### src/rtl/ram_block_mover_pkg.sv
// ram_block_mover_pkg: shared types and default sizing for the RAM block mover.
//   state_e   : mover FSM states
//   WIDTH_DEF : default data word width
//   DEPTH_DEF : default address width (RAM holds 2**DEPTH words)
package ram_block_mover_pkg;
  localparam int WIDTH_DEF = 32;
  localparam int DEPTH_DEF = 8;

  typedef enum logic [2:0] {
    IDLE = 3'd0,
    RD   = 3'd1,
    CAP  = 3'd2,
    WR   = 3'd3,
    FIN  = 3'd4
  } state_e;
endpackage

### src/rtl/ram_block_mover_if.sv
// ram_block_mover_if: request/status handshake plus the single-port RAM bus.
//   Start/SrcAddr/DstAddr/Len : transfer request (from requester)
//   Busy/Done                 : transfer status (from mover)
//   MemAddr/MemDatain/MemWe   : RAM command (from mover)
//   MemDataout                : registered RAM read data (from RAM)
//   Checksum                  : sum of written words, only with RAM_BLOCK_MOVER_CSUM_EN
// slave = the mover, master = requester/RAM side.
interface ram_block_mover_if #(
  parameter int WIDTH = 32,
  parameter int DEPTH = 8
);
  logic             Start;
  logic [DEPTH-1:0] SrcAddr;
  logic [DEPTH-1:0] DstAddr;
  logic [DEPTH:0]   Len;
  logic             Busy;
  logic             Done;
  logic [DEPTH-1:0] MemAddr;
  logic [WIDTH-1:0] MemDatain;
  logic             MemWe;
  logic [WIDTH-1:0] MemDataout;
`ifdef RAM_BLOCK_MOVER_CSUM_EN
  logic [WIDTH-1:0] Checksum;

  modport slave  (input  Start, SrcAddr, DstAddr, Len, MemDataout,
                  output Busy, Done, MemAddr, MemDatain, MemWe, Checksum);
  modport master (output Start, SrcAddr, DstAddr, Len, MemDataout,
                  input  Busy, Done, MemAddr, MemDatain, MemWe, Checksum);
`else
  modport slave  (input  Start, SrcAddr, DstAddr, Len, MemDataout,
                  output Busy, Done, MemAddr, MemDatain, MemWe);
  modport master (output Start, SrcAddr, DstAddr, Len, MemDataout,
                  input  Busy, Done, MemAddr, MemDatain, MemWe);
`endif
endinterface

### src/rtl/ram_block_mover.sv
// ram_block_mover: copies Len words from SrcAddr to DstAddr in an external
// synchronous single-port RAM, ascending, one word per RD/CAP/WR triple.
//   clk, rst_n : clock, asynchronous active-low reset
//   bus        : ram_block_mover_if.slave (request, status, RAM bus)
// Optional macro RAM_BLOCK_MOVER_CSUM_EN adds bus.Checksum, the modular sum
// of the words written by the most recent transfer.
module ram_block_mover
  import ram_block_mover_pkg::*;
#(
  parameter int WIDTH = WIDTH_DEF,
  parameter int DEPTH = DEPTH_DEF
) (
  input  logic              clk,
  input  logic              rst_n,
  ram_block_mover_if.slave  bus
);
  state_e           state_q, state_d;
  logic [DEPTH-1:0] src_q, src_d;
  logic [DEPTH-1:0] dst_q, dst_d;
  logic [DEPTH:0]   cnt_q, cnt_d;
  logic [WIDTH-1:0] data_q, data_d;
  logic [DEPTH:0]   cnt_dec;

  assign cnt_dec = cnt_q - (DEPTH+1)'(1);

  // state register + datapath registers
  always_ff @(posedge clk or negedge rst_n) begin
    if (!rst_n) begin
      state_q <= IDLE;
      src_q   <= '0;
      dst_q   <= '0;
      cnt_q   <= '0;
      data_q  <= '0;
    end else begin
      state_q <= state_d;
      src_q   <= src_d;
      dst_q   <= dst_d;
      cnt_q   <= cnt_d;
      data_q  <= data_d;
    end
  end

  // next state
  always_comb begin
    state_d = state_q;
    case (state_q)
      IDLE: if (bus.Start) state_d = (bus.Len == '0) ? FIN : RD;
      RD:   state_d = CAP;
      CAP:  state_d = WR;
      WR:   state_d = (cnt_dec != '0) ? RD : FIN;
      FIN:  state_d = IDLE;
      default: state_d = IDLE;
    endcase
  end

  // datapath next values; request fields are latched only on acceptance
  always_comb begin
    src_d  = src_q;
    dst_d  = dst_q;
    cnt_d  = cnt_q;
    data_d = data_q;
    case (state_q)
      IDLE: if (bus.Start && bus.Len != '0) begin
        src_d = bus.SrcAddr;
        dst_d = bus.DstAddr;
        cnt_d = bus.Len;
      end
      CAP:  data_d = bus.MemDataout;
      WR: begin
        src_d = src_q + DEPTH'(1);   // natural wrap modulo 2**DEPTH
        dst_d = dst_q + DEPTH'(1);
        cnt_d = cnt_dec;
      end
      default: ;
    endcase
  end

  // outputs (decoded from state, so reset clears them asynchronously)
  always_comb begin
    bus.Busy      = 1'b0;
    bus.Done      = 1'b0;
    bus.MemWe     = 1'b0;
    bus.MemAddr   = '0;
    bus.MemDatain = '0;
    case (state_q)
      RD, CAP: begin
        bus.Busy    = 1'b1;
        bus.MemAddr = src_q;
      end
      WR: begin
        bus.Busy      = 1'b1;
        bus.MemWe     = 1'b1;
        bus.MemAddr   = dst_q;
        bus.MemDatain = data_q;
      end
      FIN: bus.Done = 1'b1;
      default: ;
    endcase
  end

`ifdef RAM_BLOCK_MOVER_CSUM_EN
  logic [WIDTH-1:0] csum_q, csum_d;

  // cleared on any acceptance (Len=0 included), accumulated on each write
  always_comb begin
    csum_d = csum_q;
    if (state_q == IDLE && bus.Start) csum_d = '0;
    else if (state_q == WR)           csum_d = csum_q + data_q;
  end

  always_ff @(posedge clk or negedge rst_n) begin
    if (!rst_n) csum_q <= '0;
    else        csum_q <= csum_d;
  end

  assign bus.Checksum = csum_q;
`endif
endmodule

### src/flat_wrapper.sv
// flat-port wrapper written by rule: the top's interface ports become plain ports
module ram_block_mover_flat import ram_block_mover_pkg::*;
#(
  parameter int WIDTH = WIDTH_DEF,
  parameter int DEPTH = DEPTH_DEF
)
  (clk, rst_n, bus_Start, bus_SrcAddr, bus_DstAddr, bus_Len, bus_MemDataout, bus_Busy, bus_Done, bus_MemAddr, bus_MemDatain, bus_MemWe);
  ram_block_mover_if #(.WIDTH(WIDTH), .DEPTH(DEPTH)) bus_i ();
  input  logic clk;
  input  logic rst_n;
  input wire logic [$bits(bus_i.Start)-1:0] bus_Start;
  input wire logic [$bits(bus_i.SrcAddr)-1:0] bus_SrcAddr;
  input wire logic [$bits(bus_i.DstAddr)-1:0] bus_DstAddr;
  input wire logic [$bits(bus_i.Len)-1:0] bus_Len;
  input wire logic [$bits(bus_i.MemDataout)-1:0] bus_MemDataout;
  output wire logic [$bits(bus_i.Busy)-1:0] bus_Busy;
  output wire logic [$bits(bus_i.Done)-1:0] bus_Done;
  output wire logic [$bits(bus_i.MemAddr)-1:0] bus_MemAddr;
  output wire logic [$bits(bus_i.MemDatain)-1:0] bus_MemDatain;
  output wire logic [$bits(bus_i.MemWe)-1:0] bus_MemWe;
  assign bus_i.Start = bus_Start;
  assign bus_i.SrcAddr = bus_SrcAddr;
  assign bus_i.DstAddr = bus_DstAddr;
  assign bus_i.Len = bus_Len;
  assign bus_i.MemDataout = bus_MemDataout;
  assign bus_Busy = bus_i.Busy;
  assign bus_Done = bus_i.Done;
  assign bus_MemAddr = bus_i.MemAddr;
  assign bus_MemDatain = bus_i.MemDatain;
  assign bus_MemWe = bus_i.MemWe;
  ram_block_mover #(.WIDTH(WIDTH), .DEPTH(DEPTH)) u_core (.clk(clk), .rst_n(rst_n), .bus(bus_i));
endmodule
### config.mk
export PLATFORM = sky130hd
export DESIGN_NAME = ram_block_mover_flat
export DESIGN_NICKNAME = d
export VERILOG_FILES = /design/src/rtl/ram_block_mover_pkg.sv /design/src/rtl/ram_block_mover_if.sv /design/src/rtl/ram_block_mover.sv /design/src/flat_wrapper.sv
export SDC_FILE = /design/constraint.sdc
export NUM_CORES = 1
export LEC_CHECK = 0
export CORE_ASPECT_RATIO = 2
export CORE_UTILIZATION = 46
export CTS_CLUSTER_DIAMETER = 200
export DETAILED_ROUTE_END_ITERATION = 12
export PLACE_DENSITY = 0.85
export SLEW_MARGIN = 30
export SYNTH_ARGS = -nofsm -noshare
export SYNTH_HDL_FRONTEND = slang
export SYNTH_SLANG_ARGS = --single-unit
### constraint.sdc
create_clock -name clk -period 2.8 [get_ports clk]
set_clock_uncertainty 0.1 [all_clocks]
set_input_delay 0.28 -clock clk [delete_from_list [all_inputs] [get_ports clk]]
set_output_delay 0.28 -clock clk [all_outputs]
set_load 0.02 [all_outputs]
# Word-level counts from Yosys, hierarchy flattened
# Cells that the tools add are included.
[totals]
register_bits = 60
latch_bits = 0
ram_bits = 0
rom_bits = 0
inputBits = 60
out_inout_bits = 43
mem_count = 0
[op_classes]
n_addsub = 3
n_mul = 0
div = 0
order_cmp = 0
eq_ne = 6
n_shift = 0
mux = 15
n_bitwise = 0
reduce_logical = 9
[op_table]
columns = ["cell", "n"]
rows = [
  ["one-hot mux 8 bit (2 select lines)", 3],
  ["2-to-1 mux 32 bit", 1],
  ["one-hot mux 9 bit (2 select lines)", 1],
  ["nonzero test 9 bit", 2],
  ["adder 8 x 1 -> 8 bit, second input constant", 2],
  ["2-to-1 mux 8 bit", 2],
  ["one-hot mux 3 bit (4 select lines)", 1],
  ["zero test 9 bit", 1],
  ["2-to-1 mux 3 bit", 3],
  ["2-to-1 mux 9 bit", 1],
  ["subtractor 9 x 1 -> 9 bit, second input constant", 1],
  ["== test 3 x 2 -> 1 bit, second input constant", 2],
  ["== test 3 x 1 -> 1 bit, second input constant", 1],
  ["== test 3 bit, second input constant", 1],
  ["zero test 3 bit", 1],
  ["2-to-1 mux 1 bit", 3],
  ["OR reduction 3 bit", 1],
  ["!= test 2 x 1 -> 1 bit, second input constant", 1],
  ["!= test 2 bit, second input constant", 1],
  ["AND reduction 2 bit", 1],
  ["nonzero test 2 bit", 1],
  ["OR reduction 2 bit", 1],
  ["logical AND 1 bit", 1],
]

# Depth between registers and ports, before layout
# Gate-level depths: netlist of the first run.
[depth]
word_depth = 4
ltp_mapped = 8
depth_no_buf = 7

# Worst setup path before layout of the first run
# Ideal clock, no wire load.
[synth_timing]
path_kind = "flip-flop to flip-flop"
startpoint = "reg u_core.state_q[0]"
endpoint = "reg u_core.cnt_q[3]"
setup_time_ps = 123
arrival_time_ps = 1745
t_required_ps = 2577
slack_ps = 832
path_stages_with_launch = 7
period_less_slack_ps = 1968
cell_sequence = "dfrtp_1 -> buf_6 -> or4b_4 -> a31o_1 -> buf_6 -> buf_2 -> o221a_2"
[synth_via]
elab_chain_cells = 3
elab_cells_between_ends = 6
[synth_rtl]
columns = ["element", "line", "rtl"]
rows = [
  ["from (decl)", "ram_block_mover.sv:17", "state_e state_q, state_d;"],
  ["from (signal assigned)", "ram_block_mover.sv:35", "state_q <= state_d;"],
  ["zero test 3 bit or == test 3 x 2 -> 1 bit (tied branches)", "ram_block_mover.sv:62", "case (state_q)"],
  ["!= test 2 x 1 -> 1 bit (no line) or nonzero test 2 bit (tied branches)", "--", ""],
  ["AND reduction 2 bit (no line)", "--", ""],
  ["to (signal assigned)", "ram_block_mover.sv:38", "cnt_q <= cnt_d;"],
  ["to (decl)", "ram_block_mover.sv:20", "logic [DEPTH:0] cnt_q, cnt_d;"],
]
# Parallel ways exist; a longest one is shown, timed or not.
# A chain may end at the register's enable or synchronous reset.

# Worst setup path in the final report of the first run
[layout_timing]
startpoint = "reg u_core.state_q[2]"
endpoint = "out bus_MemAddr[0]"
[layout_via]
elab_chain_cells = 3
elab_cells_between_ends = 5
[layout_rtl]
columns = ["element", "line", "rtl"]
rows = [
  ["== test 3 x 1 -> 1 bit or == test 3 x 2 -> 1 bit (tied branches)", "ram_block_mover.sv:85", "case (state_q)"],
  ["OR reduction 2 bit", "--", ""],
  ["one-hot mux 8 bit (2 select lines) *", "ram_block_mover.sv:85", ""],
  ["to (decl)", "flat_wrapper.sv:18", "output wire logic [$bits(bus_i.MemAddr)-1:0] bus_MemAddr;"],
]
# Every way passes the cells marked *; elsewhere a longest branch is shown, timed or not.

==> results of run 1 <==
[final timing paths]
check	from	end	slack [ns]	cells after the start
max	u_core.state_q[2]$_DFFE_PN0P_	bus_MemAddr[0]	0.20	5
min	rst_n	u_core.cnt_q[4]$_DFFE_PN0P_	0.24	2
max reg2reg	u_core.state_q[1]$_DFFE_PN0P_	u_core.cnt_q[8]$_DFFE_PN0P_	0.70	5
min reg2reg	u_core.data_q[28]$_DFFE_PN0N_	u_core.data_q[28]$_DFFE_PN0N_	0.39	1
max in group asynchronous	rst_n	u_core.src_q[7]$_DFFE_PN0P_	1.67	3
min in group clk	u_core.data_q[28]$_DFFE_PN0N_	u_core.data_q[28]$_DFFE_PN0N_	0.39	1
[per-layer routing]
metal / wire length (um) / track usage (%) / part of all wire (%)
met1: 2930 / 26.7 / 34
met2: 4780 / 44.4 / 56
met3: 440 / 5.39 / 5.2
met4: 351 / 19.2 / 4.1
met5: 0 / 0 / 0
[kinds of logic after synthesis]
logic type      share of synthesized area (%)
simple gates                             20.1
compound gates                           14.9
flops                                    46.9
mux                                      11.3
buf+inv                                  4.38
fa+ha+maj                                1.56
xor+xnor                                0.821
[what timing repair did]
item | in CTS | in global routing
hold buffers | 1 | 0
endpoints found under the setup margin | 0 | 3
gates resized for setup | 0 | 1
hold endpoints to repair | 7 | 0
[synthesized netlist by cell type, types with 2 or more instances]
cell,count,area (um^2)
sky130_fd_sc_hd__a21oi_1,15,75.1
sky130_fd_sc_hd__a22o_1,7,61.3
sky130_fd_sc_hd__a311oi_1,5,43.8
sky130_fd_sc_hd__a31oi_1,5,31.3
sky130_fd_sc_hd__and2_1,33,206
sky130_fd_sc_hd__and3_1,5,31.3
sky130_fd_sc_hd__buf_1,2,7.51
sky130_fd_sc_hd__buf_2,6,30.0
sky130_fd_sc_hd__buf_6,2,22.5
sky130_fd_sc_hd__clkbuf_1,7,26.3
sky130_fd_sc_hd__dfrtp_1,60,1500
sky130_fd_sc_hd__ha_1,4,50.1
sky130_fd_sc_hd__inv_1,8,30.0
sky130_fd_sc_hd__mux2_2,32,360
sky130_fd_sc_hd__nand2_1,19,71.3
sky130_fd_sc_hd__nand3_1,14,70.1
sky130_fd_sc_hd__nor2_1,25,93.8
sky130_fd_sc_hd__nor3_1,5,25.0
sky130_fd_sc_hd__nor4_1,2,12.5
sky130_fd_sc_hd__o211ai_1,3,22.5
sky130_fd_sc_hd__o21a_1,3,22.5
sky130_fd_sc_hd__o21ai_0,11,55.1
sky130_fd_sc_hd__o221a_2,3,33.8
sky130_fd_sc_hd__o22ai_1,2,12.5
sky130_fd_sc_hd__o32ai_1,3,26.3
sky130_fd_sc_hd__or2_2,6,37.5
sky130_fd_sc_hd__xor2_1,2,17.5
[through the flow]
| step | worst slack (ns) | area [um^2] | util (%) |
|---|---|---|---|
| after floorplan | 0.832 | 3200 | - |
| after global placement | 0.426 | 4290 | 64.3 |
| after detailed placement | 0.364 | 4290 | 64.3 |
| after CTS | 0.0915 | 4620 | 69.2 |
| after global routing | 0.0823 | 4620 | 69.3 |
| final | 0.195 | 4620 | 69.3 |
[power groups by stage]
stage / Sequential, uW / Clock (uW) / Combinational (uW)
after floorplan: 1510 / 0 / 2010
after global placement: 1600 / 0 / 2940
after CTS: 1620 / 1200 / 3040
after global routing: 1680 / 1230 / 3280
after detailed placement: 1630 / 0 / 3010
final: 1630 / 1180 / 3030
[area by class of cell]
| type | count | share of cell area (%) |
|---|---|---|
| clock buffers | 11 | 5.25 |
| multi-input cells | 224 | 33.8 |
| repair buffers | 112 | 23.7 |
| flip-flops and latches | 60 | 32.5 |
| inverters | 9 | 0.731 |
| well taps | 88 | 2.38 |
| clock inverters | 5 | 1.62 |
[sequential cells by signal, indices dropped and copies added (netlist names)]
name / count
u_core.src_q: 8
u_core.dst_q: 8
u_core.state_q: 3
u_core.cnt_q: 9
u_core.data_q: 32
==> run summary, run 1 <==
The buffers inserted during post-CTS setup optimization is 0. The number of placed instances, taps included came out at 492. Setup repair after global routing left no endpoint under its margin.

The count of pins over their slew limit is 0. The vertical die dimension is 120 um. The data required time at the worst endpoint came out at 2.42 ns. The worst setup path is captured at a primary output. Row generation in the floorplan step produced 42 rows. The post-synthesis sequential element count is 60. Walking the worst path, the cells encountered are nand3b_1 > clkinv_1 > buf_6 > a22o_1 > clkdlybuf4s50_1. The vias per cell is 5.54.

Port buffering added 102 buffers. The share of total power dissipated in sequential elements is 27.9%. TritonCTS built the clock tree. The number of violations reported at the end of detailed-routing iteration 0 came out at 180. Based on the critical path, the design can be clocked at up to 384 MHz. The die footprint is 7310 um^2. The count of antenna diodes in the layout came out at 0. The total via count in the routed design came out at 2820.

The run finished with clean final reports. The wire-length estimate of the detail-placed layout is 6180 um. The data arrival time at the worst-slack endpoint came out at about 2.2 ns. The later pin in the worst-skew pair is clocked with a latency of 0.33 ns.

The cell area after synthesis came out at between 3000 and 4000 um^2. Synthesis produced 311 cells. The count of warnings emitted by yosys is 0. The total count of hold-check failures in the final report came to 0. The post-route non-filler standard cell count came out at 509. The number of CTS-inserted buffers came out at 9. The deepest level of the CTS H-tree came out at 3. The number of sinks driven by the clock tree is 60.

The longest individual stage delay on the worst path is roughly 0.61 ns. The proportion of layout cells with a drive suffix above 1 is around 18%. STA classifies the critical path startpoint as a flop. The buffers plus inverters on the worst setup path came out at 3. Max-cap violations in this run came to 0. The synthesized netlist net count came out at 375.

The peak ir drop on the vdd network is 0.708 mV. The final setup violation count came out at 0. Leaving out fill and tap cells, the most frequent cell in the layout is sky130_fd_sc_hd__clkdlybuf4s50_1. The combinational group share of total power is 51.9%. Dividing the detail-routed wire length by the instance count gives 16.7 um.

The number of antenna violations at the first check in global routing is 0. The length of the first detailed-routing pass in iterations is 4. Cell internal power was estimated by the tool at 3580 uW.

The aggregate global routing overflow is 0. The synthesized area divided by synthesized cell count came out at 10.3 um^2. The starting density of the core is a little under half. The number of different library cells used by synthesis comes to 49. The library cells used most frequently in the layout, excluding fill and tap cells, are 101 x sky130_fd_sc_hd__clkdlybuf4s50_1, 60 x sky130_fd_sc_hd__dfrtp_1, 33 x sky130_fd_sc_hd__and2_1. After filler insertion, the fill cell instance count of the layout stands at 500.

The number of remaining DRC errors came out at 0. The number of flops mapped to enable cells by yosys came out at 0. The die is just over 60 um wide. The placer congestion estimate is 0.815. The switching part of the total power is approximately 39%. The class of the most critical setup path is flop to primary output. In this run the count of I/O pins placed on the die edge is roughly 100. The sum of internal, switching and leakage power is approximately 5800 uW.

The largest individual stage delay along the critical path comes from the cell sky130_fd_sc_hd__clkdlybuf4s50_1. The cell sitting at the root of the clock tree is a sky130_fd_sc_hd__clkbuf_16. The pin count of the biggest net entering global routing is 44. The net count of the finished layout is 480. The net switching power is 2250 uW. The largest driver fanout on the critical path came out at 43. The tightest slew margin relative to the limit is 59.8%. The total area of sequential cells came out at 1500 um^2. The first-pass GRT wire length came out at 14100 um.

The post-route minimum period is 2.60 ns. The buffer levels on the longest clock path came out at 2. The multi-input gate area in the final layout is about 1600 um^2. The sum of routed wire length over all layers is 8510 um. The final antenna-violating net count is 0. The share of the Yosys chip area taken by registers is 46.9%.

The accumulated negative setup slack is 0 ns. Global routing consumed, over all layers together, approximately a quarter of the routing resources. The path class of the lowest-slack min-delay path is input port to async pin.

The final critical-path share of the clock period came out at 93.0%. The share of synthesized flip-flops with an asynchronous set or reset came out at 100%. The clock edge transition at the registers on the reported setup and hold paths is approximately 0.050 ns. The final hold slack is 0.240 ns.

Relative to the synthesized area, the layout overhead comes to 44.5%. In this run the power density over the cells is 1260 nW/um^2. The leakage power of the design came out at 0.00188 uW. The standard cell core area came out at about 6700 um^2.

The via count of the first global-routing pass came out at 3130. The share of power burned in the clock network is 20.2%. The most used flip-flop cell after synthesis is sky130_fd_sc_hd__dfrtp_1.

In this design, the largest share of critical-path delay is due to buffers and inverters. For the pin with the worst max-slew slack, the measured transition is 0.600 ns.
Power figures use the tool's default switching activity.
==> inputs of run 2 (changes only) <==
Settings changed: TNS_END_PERCENT set to 20.
==> results of run 2 <==
The final DEF is identical to that of run 1; final timing and power are the same.
